[src/rtl/proc_pkg.sv]
// Shared processor definitions: opcode encodings and the fetch-stage state type.
package proc_pkg;

   localparam logic [3:0] OP_ADD = 4'b0000;
   localparam logic [3:0] OP_SUB = 4'b0001;
   localparam logic [3:0] OP_JMP = 4'b1000;
   localparam logic [3:0] OP_JZ  = 4'b1001;
   localparam logic [3:0] OP_JC  = 4'b1010;
   localparam logic [3:0] OP_HLT = 4'b1100;

   typedef enum logic [2:0] {
      RESET_WAIT,
      REQ,
      DECODE,
      BRANCH,
      ISSUE,
      HALT
   } fetch_state_t;

   function automatic logic is_branch(input logic [3:0] op);
      return (op == OP_JMP) || (op == OP_JZ) || (op == OP_JC);
   endfunction

endpackage

[src/rtl/pc_counter.sv]
// Program counter register: load of a branch target or modulo-2^AW increment.
module pc_counter #(
   parameter int AW = 8
) (
   input  logic          clk,
   input  logic          rst_n,
   input  logic          load,
   input  logic          inc,
   input  logic [AW-1:0] target,
   output logic [AW-1:0] pc
);

   always_ff @(posedge clk or negedge rst_n) begin
      if (!rst_n) begin
         pc <= '0;
      end else if (load) begin
         pc <= target;
      end else if (inc) begin
         pc <= pc + AW'(1);
      end
   end

endmodule

[src/rtl/fetch_unit.sv]
// Instruction fetch stage: resolves JMP/JZ/JC locally, issues other words to the control unit.
// Optional imem_ack timeout with sticky fetch_err is enabled by defining FETCH_TIMEOUT_EN.
module fetch_unit
   import proc_pkg::*;
#(
   parameter int AW          = 8,
   parameter int DW          = 16,
   parameter int TIMEOUT_CYC = 15
) (
   input  logic          clk,
   input  logic          rst_n,
   output logic          imem_req,
   output logic [AW-1:0] imem_addr,
   input  logic          imem_ack,
   input  logic [DW-1:0] imem_rdata,
   output logic [DW-1:0] ir_data,
   output logic          ir_valid,
   input  logic          ir_ready,
   input  logic          cy,
   input  logic          zero,
   output logic [AW-1:0] pc,
   output logic          halted,
   output logic          fetch_err
);

   fetch_state_t  state, state_nxt;
   logic [DW-1:0] ir;
   logic          halt_pend;
   logic [3:0]    opcode;
   logic          taken;
   logic          ir_load, pc_load, pc_inc;
   logic          timeout;

   assign opcode = ir[DW-1:DW-4];

`ifdef FETCH_TIMEOUT_EN
   localparam int TW = $clog2(TIMEOUT_CYC + 1);
   logic [TW-1:0] wait_cnt;
   logic          err_q;

   assign timeout   = (state == REQ) && !imem_ack && (wait_cnt == TW'(TIMEOUT_CYC - 1));
   assign fetch_err = err_q;

   always_ff @(posedge clk or negedge rst_n) begin
      if (!rst_n) begin
         wait_cnt <= '0;
         err_q    <= 1'b0;
      end else begin
         wait_cnt <= (state == REQ && !imem_ack) ? wait_cnt + TW'(1) : '0;
         if (timeout) err_q <= 1'b1;
      end
   end
`else
   assign timeout   = 1'b0;
   assign fetch_err = 1'b0;
`endif

   always_ff @(posedge clk or negedge rst_n) begin
      if (!rst_n) begin
         state     <= RESET_WAIT;
         ir        <= '0;
         halt_pend <= 1'b0;
      end else begin
         state <= state_nxt;
         if (ir_load) ir <= imem_rdata;
         if (state == DECODE) halt_pend <= (opcode == OP_HLT);
      end
   end

   // Flags are only meaningful once the control unit is idle, so they are sampled in BRANCH.
   always_comb begin
      taken = 1'b0;
      case (opcode)
         OP_JMP:  taken = 1'b1;
         OP_JZ:   taken = zero;
         OP_JC:   taken = cy;
         default: taken = 1'b0;
      endcase
   end

   always_comb begin
      state_nxt = state;
      ir_load   = 1'b0;
      pc_load   = 1'b0;
      pc_inc    = 1'b0;
      case (state)
         RESET_WAIT: state_nxt = REQ;
         REQ: begin
            if (imem_ack) begin
               ir_load   = 1'b1;
               state_nxt = DECODE;
            end else if (timeout) begin
               state_nxt = HALT;
            end
         end
         DECODE: state_nxt = is_branch(opcode) ? BRANCH : ISSUE;
         BRANCH: begin
            if (ir_ready) begin
               pc_load   = taken;
               pc_inc    = !taken;
               state_nxt = REQ;
            end
         end
         ISSUE: begin
            if (ir_ready) begin
               if (halt_pend) begin
                  state_nxt = HALT;
               end else begin
                  pc_inc    = 1'b1;
                  state_nxt = REQ;
               end
            end
         end
         HALT:    state_nxt = HALT;
         default: state_nxt = RESET_WAIT;
      endcase
   end

   pc_counter #(.AW(AW)) u_pc (
      .clk    (clk),
      .rst_n  (rst_n),
      .load   (pc_load),
      .inc    (pc_inc),
      .target (ir[AW-1:0]),
      .pc     (pc)
   );

   assign imem_req  = (state == REQ);
   assign imem_addr = pc;
   assign ir_valid  = (state == ISSUE);
   assign ir_data   = ir;
   assign halted    = (state == HALT);

endmodule

[config.mk]
export PLATFORM = sky130hd
export DESIGN_NAME = fetch_unit
export DESIGN_NICKNAME = d
export VERILOG_FILES = /design/src/rtl/proc_pkg.sv /design/src/rtl/pc_counter.sv /design/src/rtl/fetch_unit.sv
export SDC_FILE = /design/constraint.sdc
export NUM_CORES = 1
export LEC_CHECK = 0
export ABC_AREA = 1
export BUFFER_PORTS_ARGS = -buffer_cell sky130_fd_sc_hd__buf_2
export CORE_MARGIN = 2
export CORE_UTILIZATION = 40
export DETAILED_ROUTE_END_ITERATION = 16
export PLACE_DENSITY = 0.75
export SLEW_MARGIN = 20
export SYNTH_ARGS = -nofsm -noshare
export SYNTH_HDL_FRONTEND = slang
export SYNTH_SLANG_ARGS = --single-unit
[constraint.sdc]
create_clock -name clk -period 3.2 [get_ports clk]
set_clock_uncertainty 0.1 [all_clocks]
set_input_delay 0.32 -clock clk [delete_from_list [all_inputs] [get_ports clk]]
set_output_delay 0.32 -clock clk [all_outputs]
set_load 0.05 [all_outputs]
==> out/metrics.yaml, run 1 <==
status: "complete, no violations"
p_sw_uw: 1280
design_area_um2: 1910
postSynthNetCount: 228
p_int_uw: 960
r2r_end: "u_pc.pc[5]$_DFFE_PN0P_"
crit_fanout: 10
synth-xor-area-share_pct: 2.22
placed_area_um2: 1830
nNetsFinal: 277
die_h_um: 66.8
drive_gt1_share_pct: 29.6
cap_violations: 0
critical-path-top-delay-family: "buffers and inverters"
core.rowCount: 22
synthAdderAreaFrac_pct: 0.792
numCtsBuffers: 3
drc: 0
grt_antenna_before_repair: 0
cts_buffer_depth: 2
htreeDepth: 1
leakagePower_uw: 0.00107
grt_pass1_wl_um: 6210
min_from: "imem_rdata[11]"
syn_area_um2: 1580
required_ns: 2.78
period_minus_slack_ns: 2.14
synth-async-reset-ratio_pct: 100
grt_max_degree: 29
max_stage_delay_ns: 0.49
routed_wl_um: 3780
synth-compound-area-share_pct: 3.57
holdPathStages: 3
avgSynthCellArea_um2: 7.70
synthDistinctLibCells: 26
areaGrowthSynthToFinish_pct: 20.9
dieArea_um2: 4470
cts_tree: "done"
p_comb_share_pct: 58.2
grt_use_total_pct: 18.3
wl_per_cell_um: 12.6
synthTopCellsByCount: "65 x nand2_1, 28 x dfrtp_1, 28 x nand3_1"
slew_headroom_pct: 54.7
vias: 1510
post-place-ws_ns: 1.36
grt_pass1_vias: 1376
critical_path_class: "reg2out"
critical_path_buf_inv_count: 2
synth_top_family_by_area: "simple AND/OR/NAND/NOR gates"
cp_cell_sequence: "nor3_4 > buf_4 > buf_2"
slowest_stage: "dfrtp_1"
die_w_um: 66.8
yosysTopAreaCell: "dfrtp_1"
finalWorstSetupSlack_ns: 1.06
hp-class: "in2reg"
core_um2: 3720
whs_endpoint: "ir_data[11]$_DFFE_PN0P_"
dp_hpwl_um: 2830
antenna_cells: 0
synth_edf_count: 0
grt-ovfl-total: 0
yosysSeqAreaShare_pct: 44.4
ys_ff_latch: 28
fmax_mhz: 468
synth_top_area_share_pct: 44.4
clock-sinks: 28
worstSetupEndpointType: "primary output"
slew_violations: 0
drtIter0Drc: 95
share_clk_of_total_power_pct: 12.8
vias_per_cell: 5.02
synthCells: 205
clk_pin_slew_ns: 0.10
synth_most_common_cell: "nand2_1"
insertion_delay_ns: 0.28
ff2ff_path_depth: 8
powerDensity_nw_per_um2: 1170
gp_congestion: 0.787
io_pins: 58
critPathLaunchType: "flip-flop"
arrival_ns: 1.72
synth.mux.area_fraction_pct: 0
worstMarginPinSlew_ns: 0.677
yosysWarnings: 0
fin_crit_sh_pct: 66.7
fin_setup_tns_ns: 0
io_buffers: 56
rsz0062_at_grt: "no"
synth_area_leaders: "dfrtp_1 44%, nand2_1 15%, nand3_1 8.9%"
finalSetupViolCount: 0
postRouteAntennaNets: 0
sequentialPowerShare_pct: 29.0
finalHoldViolCount: 0
reg2reg_slack_ns: 1.34
synthSimpleGateAreaFrac_pct: 37.8
p_sw_share_pct: 57.1
root_buffer: "clkbuf_8"
vdd_drop_max_uv: 706
initial_core_util_pct: 42.5
reg2reg_from: "ir_data[14]$_DFFE_PN0P_"
first_pass_iters: 4
ys.flop_type: "dfrtp_1"
-- area by class of cell --
class                      instances  area [µm²]
inverter                          20        75.1
clock inverter                     1        30.0
timing repair buffer              58         298
sequential                        28         701
fill                             383        1810
clock buffer                       3        41.3
tap                               48        60.1
multi-input combinational        143         704
-- metrics by stage --
stage | cells | power, µW | hold slack (ns) | utilization (%)
4_1_cts | 301 | 2250 | 0.161 | 51.4
6_report | 301 | 2240 | 0.159 | 51.4
3_5_place_dp | 296 | 1960 | 0.272 | 49.2
5_1_grt | 301 | 2370 | 0.169 | 51.4
3_3_place_gp | 296 | 1940 | 0.261 | 49.2
2_1_floorplan | 205 | 1700 | -0.0756 | -
-- worst min-delay path: cells and delay by family --
family / cells / cell delay [ns]
buffers and inverters: 1 / 0.07
and+or+nand+nor: 2 / 0.12
-- metal layers --
layer	up-vias	share of wire [%]	GRT usage, %
met5	-	0	0
met4	0	1.6	7.40
met3	5	5.6	2.03
met2	59	49	30.8
met1	698	44	24.0
li1	748	-	-
-- cell usage in the layout (no fill, tap or decap), types with 2 or more instances in the layout --
cell,n
nand4_1,10
dfrtp_1,28
buf_2,56
nand3_1,28
nor3_1,2
o21ai_0,4
inv_1,16
inv_2,4
nor2_4,2
o21ai_1,2
xor2_1,3
nand2_2,4
clkbuf_8,3
nand2_1,65
a21oi_1,4
nor2_1,10
nand3_2,2
-- sequential cells by signal, summed over array words and instances, names as in the netlist --
register / flops
ir_data: 16
halt_pend: 1
state: 3
u_pc.pc: 8
-- how the worst max path moves through the flow --
| stage | slack (ns) | endpoint | cells past startpoint | from |
|---|---|---|---|---|
| after detailed placement | 1.36 | u_pc.pc[5]$_DFFE_PN0P_ | 8 | ir_data[14]$_DFFE_PN0P_ |
| after floorplan | 1.15 | state[2]$_DFFE_PN0P_ | 3 | state[1]$_DFFE_PN0P_ |
| final | 1.06 | imem_req | 3 | state[1]$_DFFE_PN0P_ |
| after global placement | 1.39 | imem_req | 3 | state[1]$_DFFE_PN0P_ |
| after global routing | 0.97 | imem_req | 3 | state[1]$_DFFE_PN0P_ |
| after CTS | 1.07 | imem_req | 3 | state[1]$_DFFE_PN0P_ |
-- power groups by stage --
stage,Sequential [µW],Combinational (µW),Clock (µW)
after detailed placement,658,1300,0
after floorplan,1070,627,0
after global routing,673,1400,300
after global placement,648,1290,0
after CTS,652,1310,287
final,650,1300,286
-- kinds of logic after synthesis --
logic type | Yosys count
buffers and inverters | 34
adder cells (fa/ha/maj) | 1
flip-flops | 28
XOR/XNOR | 4
other | 1
AND/OR/NAND/NOR | 126
AO/OA/AOI/OAI | 11
-- repair_timing --
item                                   4_1_cts  5_1_grt
endpoints found under the hold margin       28        0
setup buffers                                0        0
hold buffers                                 1        0
gates resized for setup                      0        0
(Power assumes the default switching activity.)
==> run 2: changes to the inputs <==
--- a/config.mk
+++ b/config.mk
@@ -5,12 +5,12 @@
 export SDC_FILE = /design/constraint.sdc
 export NUM_CORES = 1
 export LEC_CHECK = 0
-export ABC_AREA = 1
+export ABC_AREA = 0
 export BUFFER_PORTS_ARGS = -buffer_cell sky130_fd_sc_hd__buf_2
 export CORE_MARGIN = 2
 export CORE_UTILIZATION = 40
 export DETAILED_ROUTE_END_ITERATION = 16
-export PLACE_DENSITY = 0.75
+export PLACE_DENSITY = 0.76
 export SLEW_MARGIN = 20
 export SYNTH_ARGS = -nofsm -noshare
 export SYNTH_HDL_FRONTEND = slang
==> constraint.sdc (replaced) <==
create_clock -name clk -period 2.04 [get_ports clk]
set_clock_uncertainty 0.1 [all_clocks]
set_input_delay 0.204 -clock clk [delete_from_list [all_inputs] [get_ports clk]]
set_output_delay 0.204 -clock clk [all_outputs]
set_load 0.05 [all_outputs]
==> run 2 against run 1 <==
Setup slack lost 0.82 ns. Synthesized cell count fell by 37%. Sequential share of layout area up 1.7 points.
==> out/metrics.yaml, run 2 <==
cts_tree: "done"  # unchanged
largest_reg_flops: 16  # unchanged
drc: 0  # unchanged
finalSetupViolCount: 0  # unchanged
avgSynthCellArea_um2: 11.5  # was 7.70 µm²
cts_buffer_depth: 2  # unchanged
first_pass_iters: 4  # unchanged
dp_hpwl_um: 2280  # was 2830 µm
io_buffers: 56  # unchanged
grt-ovfl-total: 0  # unchanged
drtIter0Drc: 53  # was 95
holdPathStages: 3  # unchanged
yosysSeqAreaShare_pct: 46.9  # was 44.4%
synthCells: 130  # was 205
io_pins: 58  # unchanged
vias_per_cell: 5.04  # was 5.02
root_buffer: "clkbuf_8"  # unchanged
drive_gt1_share_pct: 48.3  # was 29.6%
wl_per_cell_um: 13.2  # was 12.6 µm
syn_area_um2: 1490  # was 1580 µm²
period_minus_slack_ns: 1.80
cp_cell_sequence: "and3b_1 > o21ai_4 > a21o_4 > nor3_1 > a221o_1"  # was nor3_4 > buf_4 > buf_2
numCtsBuffers: 3  # unchanged
insertion_delay_ns: 0.27  # was 0.28 ns
gp_congestion: 0.829  # was 0.787
areaGrowthSynthToFinish_pct: 22.1  # was 20.9%
layout_commonest_cell: "buf_2"  # was nand2_1
initial_core_util_pct: 41.1  # was 42.5%
grt_antenna_before_repair: 0  # unchanged
design_area_um2: 1820  # was 1910 µm²
synth_most_common_cell: "dfrtp_1"  # was nand2_1
ys_ff_latch: 28  # unchanged
synth_area_leaders: "dfrtp_1 47%, mux2_2 6.8%, mux2_4 5.0%"  # was dfrtp_1 44%, nand2_1 15%, nand3_1 8.9%
yosysWarnings: 0  # unchanged
slew_violations: 0  # unchanged
hp-class: "in2reg"  # unchanged
crit_fanout: 10  # unchanged
reg2reg_slack_ns: 0.24  # was 1.34 ns
grt_pass1_vias: 1055  # was 1376
synth-async-reset-ratio_pct: 100  # unchanged
die_w_um: 65.1  # was 66.8 µm
synth_edf_count: 0  # unchanged
r2r_end: "u_pc.pc[5]$_DFFE_PN0P_"  # unchanged
rsz0062_at_grt: "no"  # unchanged
arrival_ns: 1.86  # was 1.72 ns
nNetsFinal: 204  # was 277
yosysTopAreaCell: "dfrtp_1"  # unchanged
cts_resized: 0  # unchanged
status: "complete, no violations"  # unchanged
placed_area_um2: 1760  # was 1830 µm²
finalHoldViolCount: 0  # unchanged
grt_use_total_pct: 15.2  # was 18.3%
dieArea_um2: 4240  # was 4470 µm²
reg2reg_from: "state[1]$_DFFE_PN0P_"  # was ir_data[14]$_DFFE_PN0P_
worstMarginPinSlew_ns: 0.613  # was 0.677 ns
required_ns: 2.10  # was 2.78 ns
core_um2: 3630  # was 3720 µm²
fin_crit_sh_pct: 88.0
synthDistinctLibCells: 44  # was 26
max_stage_delay_ns: 0.54  # was 0.49 ns
core.rowCount: 22  # unchanged
most-common-layout-cells: "56 x buf_2, 28 x dfrtp_1, 10 x nand2_1"  # was 65 x nand2_1, 56 x buf_2, 28 x nand3_1, 28 x dfrtp_1, 16 x inv_1
min_from: "imem_rdata[0]"  # was imem_rdata[11]
postSynthNetCount: 153  # was 228
grt_pass1_wl_um: 4980  # was 6210 µm
synth_top_area_share_pct: 46.9  # was 44.4%
clock-sinks: 28  # unchanged
whs_endpoint: "ir_data[0]$_DFFE_PN0P_"  # was ir_data[11]$_DFFE_PN0P_
antenna_cells: 0  # unchanged
cap_violations: 0  # unchanged
slew_headroom_pct: 59.2  # was 54.7%
clk_pin_slew_ns: 0.09  # was 0.10 ns
htreeDepth: 1  # unchanged
ys.flop_type: "dfrtp_1"  # unchanged
critical_path_class: "reg2reg"  # was reg2out
slowest_stage: "dfrtp_1"  # unchanged
worstSetupEndpointType: "flip-flop"  # was primary output
routed_wl_um: 3000  # was 3780 µm
critPathLaunchType: "flip-flop"  # unchanged
fmax_mhz: 557
grt_max_degree: 29  # unchanged
ff2ff_path_depth: 5  # was 8
synthTopCellsByCount: "28 x dfrtp_1, 10 x nand2_1, 9 x buf_4, 9 x mux2_2, 8 x inv_1"  # was 65 x nand2_1, 28 x dfrtp_1, 28 x nand3_1
postRouteAntennaNets: 0  # unchanged
vias: 1150  # was 1510
die_h_um: 65.1  # was 66.8 µm
run 2: changes by cell type after synthesis, sizes merged, moves of 8 or more:
| cell | change |
|---|---|
| inv | -11 |
| mux2 | +14 |
| nand2 | -60 |
| nand3 | -26 |
| nand4 | -9 |
| nor2 | -8 |
run 2: stage by stage:
stage | setup slack (ns) | util, % | instances | hold slack [ns] | setup TNS (ns)
global placement | 0.263 | 48.4 | 223 | 0.160 | 0
global route | 0.130 | 50.2 | 228 | 0.0334 | 0
floorplan | -0.0239 | - | 130 | -0.192 | -0.119
CTS | 0.237 | 50.2 | 228 | 0.0318 | 0
detailed placement | 0.243 | 48.4 | 223 | 0.150 | 0
finish | 0.244 | 50.2 | 228 | 0.0336 | 0
run 2: kinds of logic (layout without fill, tap and decap cells):
kind of cell    after synthesis  count (layout)  synth area share [%]
flops                        28              28                  46.9
buf+inv                      22              72                  9.97
fa+ha+maj                     1               1                 0.837
other cells                   1               1                 0.251
mux                          15              15                  12.5
compound gates               28              28                  14.9
simple gates                 35              35                  14.7
run 2: how the worst max path moves through the flow:
stage                               startpoint                 endpoint
final                     state[1]$_DFFE_PN0P_   u_pc.pc[5]$_DFFE_PN0P_
after global placement    state[1]$_DFFE_PN0P_   u_pc.pc[6]$_DFFE_PN0P_
after global routing      state[1]$_DFFE_PN0P_   u_pc.pc[6]$_DFFE_PN0P_
after floorplan           state[0]$_DFFE_PN0P_  ir_data[10]$_DFFE_PN0P_
after detailed placement  state[1]$_DFFE_PN0P_   u_pc.pc[2]$_DFFE_PN0P_
after CTS                 state[1]$_DFFE_PN0P_   u_pc.pc[6]$_DFFE_PN0P_
run 2: final cells by class:
type	instances	area, µm²
multi-input cells	80	657
flip-flops and latches	28	701
well taps	48	60.1
repair buffers	59	318
inverters	9	33.8
clock buffers	4	55.1
fillers	345	1810
run 2: routing by layer:
layer  GRT usage, %  up-vias  part of all wire [%]
met1           19.6      554                    46
met4           4.69        0                  0.77
met5              0        -                     0
met2           26.4       29                    49
met3           2.40        4                   4.5
li1               -      563                     -
run 2: worst max-delay path, delay by kind of cell, from the launching register on:
kind,cells,cell delay [ns]
compound gates,3,0.71
flops,1,0.54
simple gates,2,0.34
run 2: what timing repair did:
action / in CTS / in global routing
setup buffers: 0 / 0
hold endpoints to repair: 28 / 0
hold buffers: 1 / 0
Power of run 2 is not shown: default switching activity piles up to over one toggle a cycle in this logic, so the estimate is an artifact.
==> run 3: changes to the inputs <==
--- a/config.mk
+++ b/config.mk
@@ -5,12 +5,13 @@
 export SDC_FILE = /design/constraint.sdc
 export NUM_CORES = 1
 export LEC_CHECK = 0
-export ABC_AREA = 0
+export ABC_AREA = 1
 export BUFFER_PORTS_ARGS = -buffer_cell sky130_fd_sc_hd__buf_2
 export CORE_MARGIN = 2
 export CORE_UTILIZATION = 40
 export DETAILED_ROUTE_END_ITERATION = 16
-export PLACE_DENSITY = 0.76
+export HOLD_SLACK_MARGIN = 0.05
+export PLACE_DENSITY = 0.77
 export SLEW_MARGIN = 20
 export SYNTH_ARGS = -nofsm -noshare
 export SYNTH_HDL_FRONTEND = slang
==> constraint.sdc (replaced) <==
create_clock -name clk -period 1.5 [get_ports clk]
set_clock_uncertainty 0.1 [all_clocks]
set_input_delay 0.15 -clock clk [delete_from_list [all_inputs] [get_ports clk]]
set_output_delay 0.15 -clock clk [all_outputs]
set_load 0.05 [all_outputs]
==> run 3 against run 2 <==
Via count grew 45%. Non-clock buffer count up 29. Clock-buffer cell count fell by 1. Sequential share of layout area fell by 7.0 points. Die area rose by 5.3%. Core utilization increased by 11 points. Register-to-register slack worse by 0.25 ns. Flip-flop and latch count unchanged. The run now ends with setup timing left.
==> out/metrics.yaml, run 3 (synthesized netlist as in run 1, its figures left out) <==
gp_congestion: 0.877  # was 0.829
drive_gt1_share_pct: 37.8  # was 48.3%
grt_max_degree: 29  # unchanged
worstMarginPinSlew_ns: 0.630  # was 0.613 ns
path_common_cell: "nand2_2"
vias: 1663  # was 1150
status: "finished with violations"  # was complete, no violations
crit_fanout: 6  # was 10
postRouteAntennaNets: 0  # unchanged
critical-path-top-delay-family: "simple AND/OR/NAND/NOR gates"  # was compound AO/OA/AOI/OAI gates
die_h_um: 66.8  # was 65.1 µm
io_buffers: 56  # unchanged
antenna_cells: 0  # unchanged
nNetsFinal: 307  # was 204
finalSetupViolCount: 1  # was 0
slew_violations: 0  # unchanged
dieArea_um2: 4470  # was 4240 µm²
largest_reg_flops: 16  # unchanged
critical_path_buf_inv_count: 1  # was 0
slew_headroom_pct: 58.0  # was 59.2%
rsz0062_at_grt: "yes"  # was no
grt_pass1_vias: 1484  # was 1055
cts_buffer_depth: 2  # unchanged
numCtsBuffers: 3  # unchanged
grt_antenna_before_repair: 0  # unchanged
vias_per_cell: 5.02  # was 5.04
powerDensity_nw_per_um2: 2280
leakagePower_uw: 0.00120
io_pins: 58  # unchanged
slowest_stage: "dfrtp_2"  # was dfrtp_1
routed_wl_um: 4320  # was 3000 µm
wl_per_cell_um: 13.1  # was 13.2 µm
placed_area_um2: 1900  # was 1760 µm²
drtIter0Drc: 86  # was 53
violations: "setup timing"
period_minus_slack_ns: 1.51  # was 1.80 ns
fmax_mhz: 664  # was 557 MHz
dp_hpwl_um: 2890  # was 2280 µm
design_area_um2: 2270  # was 1820 µm²
post-place-ws_ns: 0.0158  # was 0.243 ns
vdd_drop_max_uv: 1700
fin_setup_tns_ns: -0.00511  # was 0 ns
insertion_delay_ns: 0.28  # was 0.27 ns
root_buffer: "clkbuf_8"  # unchanged
finalWorstSetupSlack_ns: -0.00511  # was 0.244 ns
core.rowCount: 22  # unchanged
clk_pin_slew_ns: 0.11  # was 0.09 ns
required_ns: 1.58  # was 2.10 ns
fin_crit_sh_pct: 100  # was 88.0%
worstSetupEndpointType: "flip-flop"  # unchanged
drc: 0  # unchanged
initial_core_util_pct: 42.5  # was 41.1%
core_um2: 3720  # was 3630 µm²
max_stage_delay_ns: 0.48  # was 0.54 ns
most-common-layout-cells: "64 x nand2_1, 53 x buf_2, 25 x nand3_1"  # was 56 x buf_2, 28 x dfrtp_1, 10 x nand2_1
arrival_ns: 1.59  # was 1.86 ns
critical_path_class: "reg2reg"  # unchanged
grt-ovfl-total: 0  # unchanged
cp_cell_sequence: "buf_6 > nand4_1 > nand2_2 > nor2_4 > nand2_2 > nor2_2 > nor2_1"  # was and3b_1 > o21ai_4 > a21o_4 > nor3_1 > a221o_1
layout_commonest_cell: "nand2_1"  # was buf_2
hp-class: "in2reg"  # unchanged
grt_pass1_wl_um: 6820  # was 4980 µm
cts_tree: "done"  # unchanged
grt_use_total_pct: 20.0  # was 15.2%
htreeDepth: 1  # unchanged
clock-sinks: 28  # unchanged
die_w_um: 66.8  # was 65.1 µm
postLayoutCoreUtil_pct: 61.1  # was 50.2%
areaGrowthSynthToFinish_pct: 43.9  # was 22.1%
finalHoldViolCount: 0  # unchanged
reg2reg_slack_ns: -0.005  # was 0.24 ns
cap_violations: 0  # unchanged
critPathLaunchType: "flip-flop"  # unchanged
first_pass_iters: 4  # unchanged
## run 3: cell types whose count changed in the layout (fill, tap and decap cells not counted), sizes merged, moves of 3 or more
cell         before  now
a221o             3    0
mux2             14    0
a21o              4    0
buf              58   70
nor2              4   12
xor2              0    3
nand2            10   70
nand4             1   10
inv               9   20
nand3             4   30
dlygate4sd3       1   18
## run 3: worst paths after layout
path                                             start                       to  cells after the start
worst min-delay path                          imem_ack   ir_data[4]$_DFFE_PN0P_                      3
max in group asynchronous                        rst_n  ir_data[14]$_DFFE_PN0P_                      2
min in group asynchronous                        rst_n   u_pc.pc[4]$_DFFE_PN0P_                      2
worst max-delay path              state[2]$_DFFE_PN0P_   u_pc.pc[3]$_DFFE_PN0P_                      7
worst max register to register    state[2]$_DFFE_PN0P_   u_pc.pc[3]$_DFFE_PN0P_                      7
worst min register to register  ir_data[9]$_DFFE_PN0P_   ir_data[9]$_DFFE_PN0P_                      2
## run 3: timing repair
item	4_1_cts	5_1_grt
buffers inserted	4	3
pin swaps	2	7
hold buffers	18	0
endpoints found under the hold margin	45	0
gates resized for setup	9	13
setup endpoints to repair	4	12
## run 3: area by class of cell
cell class	instances	area, µm²
fillers	337	1440
multi-input cells	143	758
flip-flops and latches	28	713
repair buffers	88	592
inverters	20	77.6
well taps	48	60.1
clock buffers	3	41.3
clock inverters	1	30.0
## run 3: routing by layer
metal	track usage [%]	share of wire, %	vias to the layer above
met5	0	0	-
met1	24.9	42	778
met4	3.32	0.63	0
li1	-	-	811
met2	36.4	51	70
met3	3.55	6.1	4
## run 3: worst register-to-register path: stages, from the launching register on
cell     delay [ns]
dfrtp_2        0.48
buf_6          0.15
nand4_1        0.17
nand2_2        0.10
nor2_4         0.17
nand2_2        0.09
nor2_2         0.10
nor2_1         0.06
## run 3: per-stage QoR
stage	total power [µW]	hold slack (ns)	std cells
6_report	5180	0.120	331
5_1_grt	5490	0.145	331
4_1_cts	5040	0.125	328
3_5_place_dp	4300	0.105	303
3_3_place_gp	4260	0.105	303
2_1_floorplan	3670	-0.246	205
## run 3: power breakdown
| group | total, µW | switching (µW) | internal [µW] |
|---|---|---|---|
| clock network | 605 | 247 | 358 |
| registers | 1420 | 336 | 1090 |
| logic | 3150 | 2290 | 859 |
